===== src/rtl/loader_pkg.sv =====
// Shared definitions for the instruction-memory loader: state encoding,
// default geometry and the word-count acceptance rule.
package loader_pkg;

    localparam int LOADER_ADDR_W    = 12;
    localparam int LOADER_MAX_WORDS = 4096;
    localparam int BYTES_PER_WORD   = 4;

    typedef enum logic [2:0] {
        CNT_LO,
        CNT_HI,
        DATA,
        CSUM,
        RUN,
        ERROR
    } loader_state_e;

    // A program must hold at least one word and fit in instruction memory.
    function automatic logic count_ok(input logic [15:0] cnt, input int max_words);
        return (cnt != 16'd0) && ({16'd0, cnt} <= $unsigned(max_words));
    endfunction

endpackage


===== src/rtl/imem_word_packer.sv =====
// Assembles little-endian host bytes into 32-bit instruction words; the
// word_valid strobe is registered so it lands the cycle after the 4th byte.
module imem_word_packer
    import loader_pkg::*;
(
    input  logic        clk,
    input  logic        rst_n,
    input  logic        byte_valid_i,
    input  logic [1:0]  byte_idx_i,
    input  logic [7:0]  byte_i,
    output logic [31:0] word_o,
    output logic        word_valid_o
);

    logic [31:0] word_q;
    logic        word_valid_q;

    genvar gi;
    generate
        for (gi = 0; gi < BYTES_PER_WORD; gi++) begin : g_lane
            always_ff @(posedge clk) begin
                if (!rst_n) begin
                    word_q[8*gi +: 8] <= 8'd0;
                end else if (byte_valid_i && (byte_idx_i == 2'(gi))) begin
                    word_q[8*gi +: 8] <= byte_i;
                end
            end
        end
    endgenerate

    always_ff @(posedge clk) begin
        if (!rst_n) begin
            word_valid_q <= 1'b0;
        end else begin
            word_valid_q <= byte_valid_i && (byte_idx_i == 2'(BYTES_PER_WORD - 1));
        end
    end

    assign word_o       = word_q;
    assign word_valid_o = word_valid_q;

endmodule


===== src/rtl/imem_loader.sv =====
// Boot loader: receives a counted, checksummed program over a byte stream,
// writes it into instruction memory and releases the core on success.
module imem_loader
    import loader_pkg::*;
#(
    parameter int ADDR_W    = LOADER_ADDR_W,
    parameter int MAX_WORDS = LOADER_MAX_WORDS
) (
    input  logic              clk,
    input  logic              rst_n,
    input  logic              rx_valid,
    input  logic [7:0]        rx_data,
    output logic              rx_ready,
    input  logic              load_req,
    output logic              imem_we,
    output logic [ADDR_W-1:0] imem_addr,
    output logic [31:0]       imem_wdata,
    output logic              core_rst_n,
    output logic              done,
    output logic              err
);

    loader_state_e     state_q;
    logic [7:0]        cnt_lo_q;
    logic [15:0]       count_q;
    logic [1:0]        byte_cnt_q;
    logic [ADDR_W:0]   word_cnt_q;
    logic [7:0]        csum_q;
    logic [ADDR_W-1:0] addr_q;
    logic              core_rst_n_q;
    logic              done_q;
    logic              err_q;

    logic              xfer;
    logic              data_xfer;
    logic [15:0]       count_d;
    logic [7:0]        csum_d;
    logic              last_word_d;

    assign rx_ready = (state_q == CNT_LO) || (state_q == CNT_HI) ||
                      (state_q == DATA)   || (state_q == CSUM);
    assign xfer        = rx_valid && rx_ready;
    assign data_xfer   = xfer && (state_q == DATA);
    assign count_d     = {rx_data, cnt_lo_q};
    assign csum_d      = csum_q ^ rx_data;
    assign last_word_d = (32'(word_cnt_q) + 32'd1) == 32'(count_q);

    imem_word_packer u_packer (
        .clk          (clk),
        .rst_n        (rst_n),
        .byte_valid_i (data_xfer),
        .byte_idx_i   (byte_cnt_q),
        .byte_i       (rx_data),
        .word_o       (imem_wdata),
        .word_valid_o (imem_we)
    );

    always_ff @(posedge clk) begin
        if (!rst_n) begin
            state_q      <= CNT_LO;
            cnt_lo_q     <= 8'd0;
            count_q      <= 16'd0;
            byte_cnt_q   <= 2'd0;
            word_cnt_q   <= '0;
            csum_q       <= 8'd0;
            addr_q       <= '0;
            core_rst_n_q <= 1'b0;
            done_q       <= 1'b0;
            err_q        <= 1'b0;
        end else begin
            case (state_q)
                CNT_LO: begin
                    if (xfer) begin
                        cnt_lo_q <= rx_data;
                        state_q  <= CNT_HI;
                    end
                end
                CNT_HI: begin
                    if (xfer) begin
                        count_q <= count_d;
                        if (count_ok(count_d, MAX_WORDS)) begin
                            state_q <= DATA;
                        end else begin
                            state_q <= ERROR;
                            err_q   <= 1'b1;
                        end
                    end
                end
                DATA: begin
                    if (xfer) begin
                        csum_q     <= csum_d;
                        byte_cnt_q <= byte_cnt_q + 2'd1;
                        // Address is latched with the final byte so it lines up with the packer strobe.
                        if (byte_cnt_q == 2'd3) begin
                            addr_q     <= word_cnt_q[ADDR_W-1:0];
                            word_cnt_q <= word_cnt_q + 1'b1;
                            if (last_word_d) begin
                                state_q <= CSUM;
                            end
                        end
                    end
                end
                CSUM: begin
                    if (xfer) begin
                        if (rx_data == csum_q) begin
                            state_q      <= RUN;
                            core_rst_n_q <= 1'b1;
                            done_q       <= 1'b1;
                        end else begin
                            state_q <= ERROR;
                            err_q   <= 1'b1;
                        end
                    end
                end
                RUN, ERROR: begin
                    if (load_req) begin
                        state_q      <= CNT_LO;
                        cnt_lo_q     <= 8'd0;
                        count_q      <= 16'd0;
                        byte_cnt_q   <= 2'd0;
                        word_cnt_q   <= '0;
                        csum_q       <= 8'd0;
                        core_rst_n_q <= 1'b0;
                        done_q       <= 1'b0;
                        err_q        <= 1'b0;
                    end
                end
                default: begin
                    state_q <= CNT_LO;
                end
            endcase
        end
    end

    assign imem_addr  = addr_q;
    assign core_rst_n = core_rst_n_q;
    assign done       = done_q;
    assign err        = err_q;

endmodule


===== config.mk =====
export PLATFORM = sky130hd
export DESIGN_NAME = imem_loader
export DESIGN_NICKNAME = d
export VERILOG_FILES = /design/src/rtl/loader_pkg.sv /design/src/rtl/imem_word_packer.sv /design/src/rtl/imem_loader.sv
export SDC_FILE = /design/constraint.sdc
export NUM_CORES = 1
export LEC_CHECK = 0
export ABC_AREA = 1
export CELL_PAD_IN_SITES_DETAIL_PLACEMENT = 0
export CELL_PAD_IN_SITES_GLOBAL_PLACEMENT = 1
export CORE_ASPECT_RATIO = 1.4
export CORE_MARGIN = 10
export CORE_UTILIZATION = 39
export CTS_CLUSTER_SIZE = 30
export DETAILED_ROUTE_END_ITERATION = 6
export PLACE_DENSITY_LB_ADDON = 0.1
export SYNTH_ARGS = -nofsm -noshare
export SYNTH_HDL_FRONTEND = slang
export SYNTH_SLANG_ARGS = --single-unit

===== constraint.sdc =====
create_clock -name clk -period 2.11 [get_ports clk]
set_input_delay 0.5275 -clock clk [delete_from_list [all_inputs] [get_ports clk]]
set_output_delay 0.5275 -clock clk [all_outputs]
set_load 0.02 [all_outputs]

==> impl_metrics.tcl <==
set metrics [dict create \
    grt_antenna_before_repair 0 \
    synth_area_leaders "dfxtp_1 43%, a21oi_1 10%, nand2_1 9.1%" \
    dp_slack_ns -0.07180 \
    synth_edf_count 0 \
    grt_pass1_vias 4076 \
    cts_tree "built" \
    start_util_pct 39.67 \
    switching_power_w 0.001902 \
    groute.usage.overall_pct 15.18 \
    grt_pass1_wl_mm 20.18 \
    place.gp.congestion 0.8554 \
    synthFlopType "dfxtp_1" \
    drcViolationCount 0 \
    async_flop_share_pct 0 \
    clock_sinks 97 \
    muxShareOfSynthArea_pct 0 \
    cpPeakStageDelay_ns 0.36 \
    peakVddDrop_uv 422.5 \
    ys_top_cells_by_count "109 x nand2_1, 100 x nor2_1, 97 x dfxtp_1, 91 x a21oi_1, 53 x inv_1" \
    die-area_um2 16290 \
    clkTransAtPathRegs_ns 0.07 \
    finalWirelength_mm 12.25 \
    hold_class "reg2reg" \
    synth-compound-area-share_pct 16.94 \
    syn-cell-area_um2 4498 \
    grt_max_degree 42 \
    worstPathMaxFanout 6 \
    cts-buffers-inserted 9 \
    cts.path.max_buffers 2 \
    slew_viol_final 0 \
    fillCellCount 1114 \
    overflow 0 \
    firstDrtPassIters 4 \
    setup_viol 0 \
    hold_ws_ns 0.4719 \
    synth_top_family_by_area "simple AND/OR/NAND/NOR gates" \
    crit_type "reg2reg" \
    max_slew.worst_pin.slew_ns 0.8214 \
    vias 4154 \
    layout_setup_ws_ns 0.2090 \
    die_h_um 147.1 \
    switching_share_pct 34.37 \
    combPwrFrac_pct 29.2 \
    status "complete, no violations" \
    synth-simple-area-share_pct 27.73 \
    coreArea_um2 11340 \
    startpoint_type "flop" \
    crit_family "simple AND/OR/NAND/NOR gates" \
    viasPerCell 4.876 \
    drive_gt1_share_pct 13.98 \
    fmax_mhz 526.0 \
    yosysTopAreaCellShare_pct 43.17 \
    ys_warn_count 0 \
    clk_latency_ns 0.35 \
    initialDrtViolationCount 134 \
    power_density_nw_per_um2 961.6 \
    ys_ff_latch 97 \
    ant_nets 0 \
    power_frac_clock_pct 31.1 \
    power_frac_seq_pct 39.7 \
    io_pins 61 \
    synth-seq-area-share_pct 43.17 \
    finClkSkew_ns 0.007529 \
    p_leak_nw 2.304 \
    root_buffer "clkbuf_16" \
    finalCritPeriodShare_pct 90.10 \
    drt-wirelength-per-cell_um 14.37 \
    hold_viol 0 \
    antenna_cells 0 \
    synth.largest_area_cell "dfxtp_1" \
    syn_inst 628 \
    maxSlewHeadroom_pct 45.16 \
    rows 46 \
    synth_most_common_cell "nand2_1" \
    max_cap_viol_count 0 \
    synth.avg_cell_area_um2 7.163 \
    area_growth_pct 27.90 \
    cp_cell_sequence "ha_4 > nand2_4 > nor2_8 > buf_4 > nand4_1 > nand2_1 > nor2_1 > nor2_1 > nand2_1 > nor2_2 > nand2_2 > nand2_4 > nand3_1 > nand2_1 > nor2_1" \
    cpMaxStageDelayCell "dfxtp_2" \
    portBuffers 60 \
    crit_arrival_ns 2.14 \
    crit_buf_inv 1 \
    synthXorXnorAreaFrac_pct 2.058 \
    die_width_um 110.8 \
    worst_ep_required_time_ns 2.35 \
    synth_adder_area_share_pct 1.391 \
    fin_crit_ns 1.901 \
    htree_num_levels 3 \
    synth_cell_types 34 \
    endpoint_kind "flop" \
    syn-num-nets 645 \
    internal-power_w 0.003630 \
    final_nets 720 \
    holdBufCountCts 0 \
    dpl.hpwl_mm 9.060 \
]
## placed cells by master, fill, tap and decap left out, types with 6 or more instances in the layout
cell	synthesis	routed
nand2_2	6	7
xnor2_1	8	8
inv_1	53	53
clkbuf_16	0	9
inv_2	12	12
o21ai_0	38	38
a211oi_1	10	10
a21oi_1	91	91
nor2_2	4	7
nand3_1	30	30
clkdlybuf4s50_1	0	59
nor2_4	6	6
nor2_1	100	97
or2_2	9	9
dfxtp_1	97	94
buf_4	5	28
nand2_1	109	106
nand4_1	7	7
## kinds of logic after synthesis
group           Yosys count
simple gates            281
compound gates          144
flops                    97
buf+inv                  92
xor+xnor                  9
fa+ha+maj                 5
## metrics by stage
step	cells	TNS, ns	total power [W]	utilization (%)	cell area [um2]
after global placement	835	-0.03902	0.003830	47.57	5394
after floorplan	628	0	0.003320	-	4498
after detailed placement	835	-0.1198	0.003844	47.57	5394
final	852	0	0.005532	50.74	5753
after global routing	852	-0.02043	0.005909	50.74	5753
after CTS	851	0	0.005567	50.31	5704
## worst paths after layout
| path | start | endpoint | slack, ns | depth (start not counted) |
|---|---|---|---|---|
| hold / removal | count_q[15]$_SDFFE_PN0P_ | count_q[15]$_SDFFE_PN0P_ | 0.47 | 2 |
| setup / recovery | word_cnt_q[1]$_SDFFE_PN0P_ | state_q[2]$_SDFFE_PN0P_ | 0.21 | 15 |
| setup reg to reg | word_cnt_q[1]$_SDFFE_PN0P_ | state_q[2]$_SDFFE_PN0P_ | 0.21 | 15 |
| hold reg to reg | count_q[15]$_SDFFE_PN0P_ | count_q[15]$_SDFFE_PN0P_ | 0.47 | 2 |
## timing repair
action / CTS / global route
setup endpoints to repair: 1 / 6
buffers inserted: 0 / 1
gates resized for setup: 1 / 13
pin swaps: 0 / 5
## power by group through the flow
stage,Combinational (W),Clock (W),Sequential (W)
final,0.00162,0.00172,0.00219
after global routing,0.00184,0.00185,0.00222
after CTS,0.00161,0.00176,0.00219
after detailed placement,0.00161,0,0.00223
after global placement,0.00160,0,0.00223
after floorplan,0.00111,0,0.00221
## routing by layer
layer / global-route usage, % / part of all wire [%] / up-vias
li1: - / - / 2184
met1: 16.38 / 42 / 1877
met2: 27.16 / 51 / 77
met3: 4.319 / 4.6 / 16
met4: 6.005 / 2.3 / 0
met5: 0 / 0 / -
## sequential cells by signal (all words and copies together) (netlist names), 2 cells and up
name and flops:
count_q 16, u_packer.word_o 32, cnt_lo_q 8, word_cnt_q 13, state_q 3, csum_q 8
imem_addr 12, byte_cnt_q 2
## final cells by class
type / instances / area, um2 / area share, %
Tap cell: 144 / 180.2 / 3.132
Timing Repair Buffer: 91 / 869.6 / 15.12
Inverter: 65 / 244.0 / 4.241
Multi-Input combinational cell: 439 / 2202 / 38.28
Clock inverter: 7 / 86.33 / 1.501
Sequential cell: 97 / 1946 / 33.82
Clock buffer: 9 / 225.2 / 3.915
## tightest hold or removal path, stage by stage (launching register included)
cell      delay, ns
dfxtp_1        0.30
inv_1          0.06
a211oi_1       0.06
(Power assumes the default switching activity.)
